File: config.mk
export PLATFORM = sky130hd
export DESIGN_NAME = rotate_left_seq
export DESIGN_NICKNAME = d
export VERILOG_FILES = /design/src/rtl/rotate_pkg.sv /design/src/rtl/rot_left_stage.sv /design/src/rtl/rotate_left_seq.sv
export SDC_FILE = /design/constraint.sdc
export NUM_CORES = 1
export LEC_CHECK = 0
export BUFFER_PORTS_ARGS = -buffer_cell sky130_fd_sc_hd__buf_2
export CAP_MARGIN = 0
export CORE_MARGIN = 2
export CORE_UTILIZATION = 40
export DETAILED_ROUTE_END_ITERATION = 7
export RECOVER_POWER = 100
export REMOVE_ABC_BUFFERS = 1
export SLEW_MARGIN = 30
export SYNTH_ARGS = -nofsm -noshare
export SYNTH_HDL_FRONTEND = slang
export SYNTH_SLANG_ARGS = --single-unit
export TNS_END_PERCENT = 1
File: constraint.sdc
create_clock -name clock -period 6.9 [get_ports clock]
set_clock_uncertainty 0.1 [all_clocks]
set_input_delay 1.38 -clock clock [delete_from_list [all_inputs] [get_ports clock]]
set_output_delay 1.38 -clock clock [all_outputs]
set_load 0.01 [all_outputs]
File: src/rtl/rotate_pkg.sv
// Shared rotate-path definitions: data width, amount width, FSM states.
// Used by both the left and right rotators so both ends agree on width.
package rotate_pkg;

    localparam int WIDTH = 32;
    localparam int AW    = $clog2(WIDTH);

    typedef enum logic [1:0] {
        IDLE,
        RUN,
        DONE
    } state_t;

endpackage

File: src/rtl/rot_left_stage.sv
// One rotator stage: y = rotate-left(data, 2^k) when en, else data.
// Ports: data/en/k in, y out. Purely combinational.
module rot_left_stage #(
    parameter int WIDTH = rotate_pkg::WIDTH,
    parameter int AW    = $clog2(WIDTH)
) (
    input  logic [WIDTH-1:0] data,
    input  logic             en,
    input  logic [AW-1:0]    k,
    output logic [WIDTH-1:0] y
);

    // Upper half of the shifted doubled word is the rotated word.
    assign y = en ? WIDTH'(({data, data} << (1 << k)) >> WIDTH) : data;

endmodule

File: src/rtl/rotate_left_seq.sv
// Iterative left rotator, one amount bit per cycle, valid/ready on both ends.
// Ports: clock, reset_n, in_valid/in_ready/amount/din, out_valid/out_ready/dout, busy.
module rotate_left_seq #(
    parameter int WIDTH = rotate_pkg::WIDTH,
    parameter int AW    = $clog2(WIDTH)
) (
    input  logic             clock,
    input  logic             reset_n,
    input  logic             in_valid,
    output logic             in_ready,
    input  logic [AW-1:0]    amount,
    input  logic [WIDTH-1:0] din,
    output logic             out_valid,
    input  logic             out_ready,
    output logic [WIDTH-1:0] dout,
    output logic             busy
);

    import rotate_pkg::*;

    localparam logic [AW-1:0] KLAST = AW'(AW - 1);

    state_t           state;
    state_t           state_nx;
    logic [AW-1:0]    k;
    logic [AW-1:0]    amt_r;
    logic [AW-1:0]    kmask;
    logic [WIDTH-1:0] work;
    logic [WIDTH-1:0] stage_out;
    logic [WIDTH-1:0] dout_r;
    logic             en;
    logic             last;

    assign kmask = AW'(1) << k;
    assign en    = |(amt_r & kmask);
    assign last  = (k == KLAST);

    rot_left_stage #(
        .WIDTH (WIDTH),
        .AW    (AW)
    ) u_stage (
        .data (work),
        .en   (en),
        .k    (k),
        .y    (stage_out)
    );

    always_ff @(posedge clock or negedge reset_n) begin
        if (!reset_n) begin
            state <= IDLE;
        end else begin
            state <= state_nx;
        end
    end

    always_comb begin
        state_nx  = state;
        in_ready  = 1'b0;
        out_valid = 1'b0;
        busy      = 1'b1;
        unique case (state)
            IDLE: begin
                in_ready = 1'b1;
                busy     = 1'b0;
                if (in_valid) state_nx = RUN;
            end
            RUN: begin
                if (last) state_nx = DONE;
            end
            DONE: begin
                out_valid = 1'b1;
                if (out_ready) state_nx = IDLE;
            end
            default: state_nx = IDLE;
        endcase
    end

    // dout only moves on the final stage, so it is held through IDLE/RUN.
    always_ff @(posedge clock or negedge reset_n) begin
        if (!reset_n) begin
            k      <= '0;
            amt_r  <= '0;
            work   <= '0;
            dout_r <= '0;
        end else if (state == IDLE && in_valid) begin
            work  <= din;
            amt_r <= amount;
            k     <= '0;
        end else if (state == RUN) begin
            work <= stage_out;
            if (last) begin
                k      <= '0;
                dout_r <= stage_out;
            end else begin
                k <= k + 1'b1;
            end
        end
    end

    assign dout = dout_r;

endmodule

## After elaboration in Yosys (flattened, before gate mapping)

Cells that the tools add are included.

| storage, ports and cells | value |
|---|---|
| output and inout port bits | 35 |
| logic and storage cells | 36 |
| input port bits | 41 |
| register bits | 76 |

| operators by class | value |
|---|---|
| $add $sub $neg | 1 |
| shift operators | 3 |
| mux-type cells | 13 |
| bitwise logic cells | 2 |
| equal/unequal tests | 6 |
| reductions and logical operators | 6 |

Operators by type and width:

| cell | number |
|---|---|
| 32-bit two-way mux | 3 |
| 64-bit by 32-bit left shift with 64-bit output | 1 |
| 1-bit by 5-bit left shift with 32-bit output, first input constant | 1 |
| 5-bit two-way mux | 3 |
| 2-bit two-way mux | 3 |
| 2-bit inequality test, second input constant | 3 |
| 2-bit case mux with 3 select lines | 1 |
| 3-bit AND reduction | 2 |
| 5-bit by 1-bit adder with 5-bit output, second input constant | 1 |
| 5-bit AND | 1 |
| 5-bit by 3-bit equality test with 1-bit output, second input constant | 1 |
| 5-bit OR reduction | 1 |
| 1-bit by 5-bit left shift with 5-bit output, first input constant | 1 |
| 1-bit two-way mux | 3 |
| 2-bit by 1-bit equality test with 1-bit output, second input constant | 1 |
| 2-bit equality test, second input constant | 1 |
| 2-bit zero test | 1 |
| 2-bit nonzero test | 1 |
| 1-bit logical AND | 1 |
| 1-bit inverter | 1 |

## Depth between registers and ports, before layout

| depth | value |
|---|---|
| word-level depth | 6 |
| mapped depth | 12 |
| depth with buffers taken out | 9 |

## By module

Synthesis repeated with hierarchy kept, for this count alone.

| second synthesis, totals | value |
|---|---|
| cells, all modules | 672 |
| area, all modules | 5809.3 sq um |

By module, submodules not included:

| module | instances | area each (sq um) | sequential area each (sq um) | cells an instance |
|---|---|---|---|---|
| rotate_left_seq | 1 | 3235.6 | 1901.8 | 262 |
| rot_left_stage | 1 | 2573.7 | 0.0 | 410 |

## Least setup slack after synthesis

OpenSTA, ideal clock, no wires.

| path | value |
|---|---|
| kind | register to register |
| start point | register k[2] |
| end point | register dout_r[9] (netlist: dout[9]) |
| arrival time | 2.959 ns |
| setup slack | 3.776 ns |
| stages on the path, launching flop included | 12 |
| buffers on the path | 2 |
| clock period less this slack | 3.124 ns |
| data required time | 6.735 ns |
| path through | dfrtp_1 -> buf_6 -> clkbuf_1 -> inv_1 -> ha_1 -> nor4_1 -> o21ai_1 -> or4_1 -> a31oi_1 -> nor3_1 -> nor4_2 -> o22a_1 |

| between the ends | value |
|---|---|
| longest elaborated chain between the ends | 4 |
| elaborated cells between the ends (all ways) | 8 |
| classes of those cells | eq/ne (1); shift (3); mux (1); bitwise (1); reduce/logical (2) |

Ends and longest elaborated chain:

| item | RTL line | RTL |
|---|---|---|
| start, declared | rotate_left_seq.sv:25 | `logic [AW-1:0] k;` |
| start signal, assigned | rotate_left_seq.sv:95 | `k <= k + 1'b1;` |
| parallel branches: the longest is 4 deep, another holds 64-bit by 32-bit left shift with 64-bit output | - |  |
| end signal, assigned | rotate_left_seq.sv:93 | `dout_r <= stage_out;` |
| end, declared | rotate_left_seq.sv:30 | `logic [WIDTH-1:0] dout_r;` |

Parallel ways; which one is timed is not known.
A chain may end at the register's enable or synchronous reset.

## Worst setup path after layout

| path | value |
|---|---|
| start point | register k[2] |
| end point | register work[6] |

| between the ends | value |
|---|---|
| longest elaborated chain between the ends | 6 |
| elaborated cells between the ends (all ways) | 8 |
| classes of those cells | shift (3); mux (3); bitwise (1); reduce/logical (1) |

Ends and longest elaborated chain:

| item | RTL line | RTL |
|---|---|---|
| parallel branches: the longest is 3 deep, another holds 64-bit by 32-bit left shift with 64-bit output | - |  |
| 32-bit two-way mux * | rot_left_stage.sv:14 | `assign y = en ? WIDTH'(({data, data} << (1 << k)) >> WIDTH) : data;` |
| 32-bit two-way mux * | rotate_left_seq.sv:89 | `end else if (state == RUN) begin` |
| 32-bit two-way mux * | rotate_left_seq.sv:85 | `end else if (state == IDLE && in_valid) begin` |
| end signal, assigned | rotate_left_seq.sv:86 | `work <= din;` |
| end signal, assigned | rotate_left_seq.sv:90 | `work <= stage_out;` |
| end, declared | rotate_left_seq.sv:28 | `logic [WIDTH-1:0] work;` |

Mark *: on every way between the ends. The select of a mux whose other input is x is not followed.

==> impl_metrics.json <==
{
  "status": "finished with violations",
  "failed_checks": "max-capacitance violations, max-slew violations",
  "cts.sinks": 76,
  "postCtsHoldBufs": 0,
  "hold_path.class": "reg2reg",
  "slew_violations": 131,
  "num_rows": 46,
  "synth.area.top_cells": "dfrtp_1 30%, mux2i_1 8.1%, a22oi_1 5.7%",
  "whs_ns": 0.3758,
  "fin_setup_tns_ns": 0,
  "fp.dieH_um": 129.9,
  "post_cts_buffers": 0,
  "crit_path_frequent_cell": "a221o_1",
  "antenna_found_initial": 0,
  "hold_violations": 0,
  "placedCellCount": 999,
  "required_ns": 7.05,
  "cts_resized": 0,
  "postSynthAreaPerCell_um2": 8.421,
  "setup_viol": 0,
  "yosysWarnings": 0,
  "start_util_pct": 40.36,
  "fill_cells": 1612,
  "avgRoutedWirePerCell_um": 29.81,
  "synth_top_area_cell": "dfrtp_1",
  "relSlewSlack_pct": -176.3,
  "crit_type": "reg2reg",
  "wl_um": 30230,
  "grt_use_total_pct": 36.07,
  "grt_pass1_wl_um": 44300,
  "htree_num_levels": 3,
  "gp_congestion": 1.088,
  "fmax_mhz": 176.3,
  "max_stage_delay_ns": 1.71,
  "fin_nets": 841,
  "async_flop_share_pct": 100.0,
  "crit_family": "simple AND/OR/NAND/NOR gates",
  "syn_area_um2": 6341,
  "mostFrequentLayoutCells": "76 x dfrtp_1, 69 x o21ai_0, 67 x nor2_1",
  "coreArea_um2": 15710,
  "cts-buffers-inserted": 9,
  "endpoint_kind": "flop",
  "grt_setup_unrepaired": "no",
  "synth_ff_type": "dfrtp_1",
  "setup.worst_path.start_class": "flop",
  "synth_seq_cells": 76,
  "seq_area_frac_synth_pct": 29.99,
  "final_common_cell": "dfrtp_1",
  "final_cell_area_um2": 7048,
  "die_w_um": 129.9,
  "grt_pass1_vias": 6874,
  "synth_edf_count": 0,
  "grt-ovfl-total": 0,
  "root_buffer": "clkbuf_16",
  "yosysUniqueCellTypes": 72,
  "stdcell_count": 1014,
  "cp_max_fo": 18,
  "synth_top_area_share_pct": 29.99,
  "dpl.hpwl_um": 21650,
  "drv_cap": 3,
  "drive_gt1_share_pct": 13.53,
  "cts_buffer_depth": 2,
  "arrival_ns": 5.82,
  "first_pass_iters": 8,
  "worst_path_max_delay_cell": "nor3b_1",
  "grt_max_degree": 77,
  "drtIter0Drc": 847,
  "syn2layout_area_growth_pct": 11.15,
  "cts_tree": "yes",
  "via_per_inst": 6.990,
  "synthCells": 753,
  "ios": 76,
  "antennaDiodeCount": 0,
  "min_period_ns": 5.672,
  "fp.dieArea_um2": 16880,
  "rrSetupSlack_ns": 1.23,
  "final_antenna_net_count": 0,
  "tightest_slew_ns": 4.145,
  "io_buffers": 75,
  "clk_latency_ns": 0.35,
  "path_buf_inv": 2,
  "period_share_pct": 82.20,
  "path_cells": "inv_1 -> ha_1 -> nor3b_1 -> buf_4 -> nor2_1 -> a221o_1 -> a221oi_1 -> o21ai_0 -> a221o_1 -> o31ai_1",
  "cts.clk_slew.worst_paths_ns": 0.06,
  "routed-via-count": 7088,
  "drc": 0,
  "place_area_um2": 6837
}
==> per-layer routing <==
| metal | GRT usage (%) | vias to the layer above | part of all wire [%] |
|---|---|---|---|
| li1 | - | 3015 | - |
| met1 | 47.22 | 3487 | 41 |
| met2 | 53.16 | 483 | 43 |
| met3 | 9.881 | 103 | 11 |
| met4 | 21.63 | 0 | 5.5 |
| met5 | 0 | - | 0 |
==> cells by family (layout without fill, tap and decap cells) <==
| group | Yosys count | in the layout | share of synthesized area [%] |
|---|---|---|---|
| flops | 76 | 76 | 29.99 |
| simple gates | 227 | 227 | 17.48 |
| mux | 77 | 77 | 14.38 |
| compound gates | 297 | 297 | 31.43 |
| xor+xnor | 1 | 1 | 0.1381 |
| fa+ha+maj | 6 | 6 | 1.184 |
| buf+inv | 69 | 114 | 5.387 |
==> worst register-to-register path, delay by kind of cell (launching register included) <==
family	cells	cell delay [ns]
AND/OR/NAND/NOR	2	1.78
buffers and inverters	2	0.71
adder cells (fa/ha/maj)	1	0.66
AO/OA/AOI/OAI	5	1.73
flip-flops	1	0.60
==> path summary, 6_finish.rpt <==
path | endpoint | from | depth (start not counted)
min in group asynchronous | work[7] | reset_n | 1
max | work[6] | k[2] | 10
max in group asynchronous | k[2] | reset_n | 1
max reg2reg | work[6] | k[2] | 10
min reg2reg | dout[30] | dout[30] | 2
min | dout[30] | dout[30] | 2
==> flip-flops by register name, summed over array words and instances (netlist names) <==
name,count
amt_r,5
dout,32
k,5
state,2
work,32
==> through the flow <==
step	utilization [%]	setup WS, ns
6_report	44.86	1.228
5_1_grt	44.86	1.176
4_1_cts	45.52	2.466
3_5_place_dp	43.51	2.465
3_3_place_gp	43.41	2.479
2_1_floorplan	-	2.180
==> cell type report <==
class / count / area, um^2 / share of cell area [%]
timing repair buffer: 92 / 435.4 / 6.178
clock buffer: 11 / 242.7 / 3.444
multi-input combinational: 608 / 4098 / 58.14
sequential: 76 / 1902 / 26.98
tap: 216 / 270.3 / 3.835
inverter: 7 / 26.28 / 0.3728
clock inverter: 4 / 73.82 / 1.047
==> Yosys cell counts, drive strengths merged (4+ instances only) <==
master   n
a21o     4
mux2    17
a221oi   8
o21ai   72
buf     17
nor3    21
nand3   28
o21a     4
o31ai    9
a21oi   53
a211oi   8
a22oi   48
a221o    6
o221ai  10
o211ai  10
inv      6
o22a     7
clkbuf  45
nand2b   4
dfrtp   76
and3     8
a31oi   16
o22ai   14
nor2    72
mux4     9
nand2   62
ha       6
nand4    8
mux2i   51
Power is left out: the tool's default activity adds up to more than one toggle a clock period on the data nets, which glitch-free logic cannot reach.
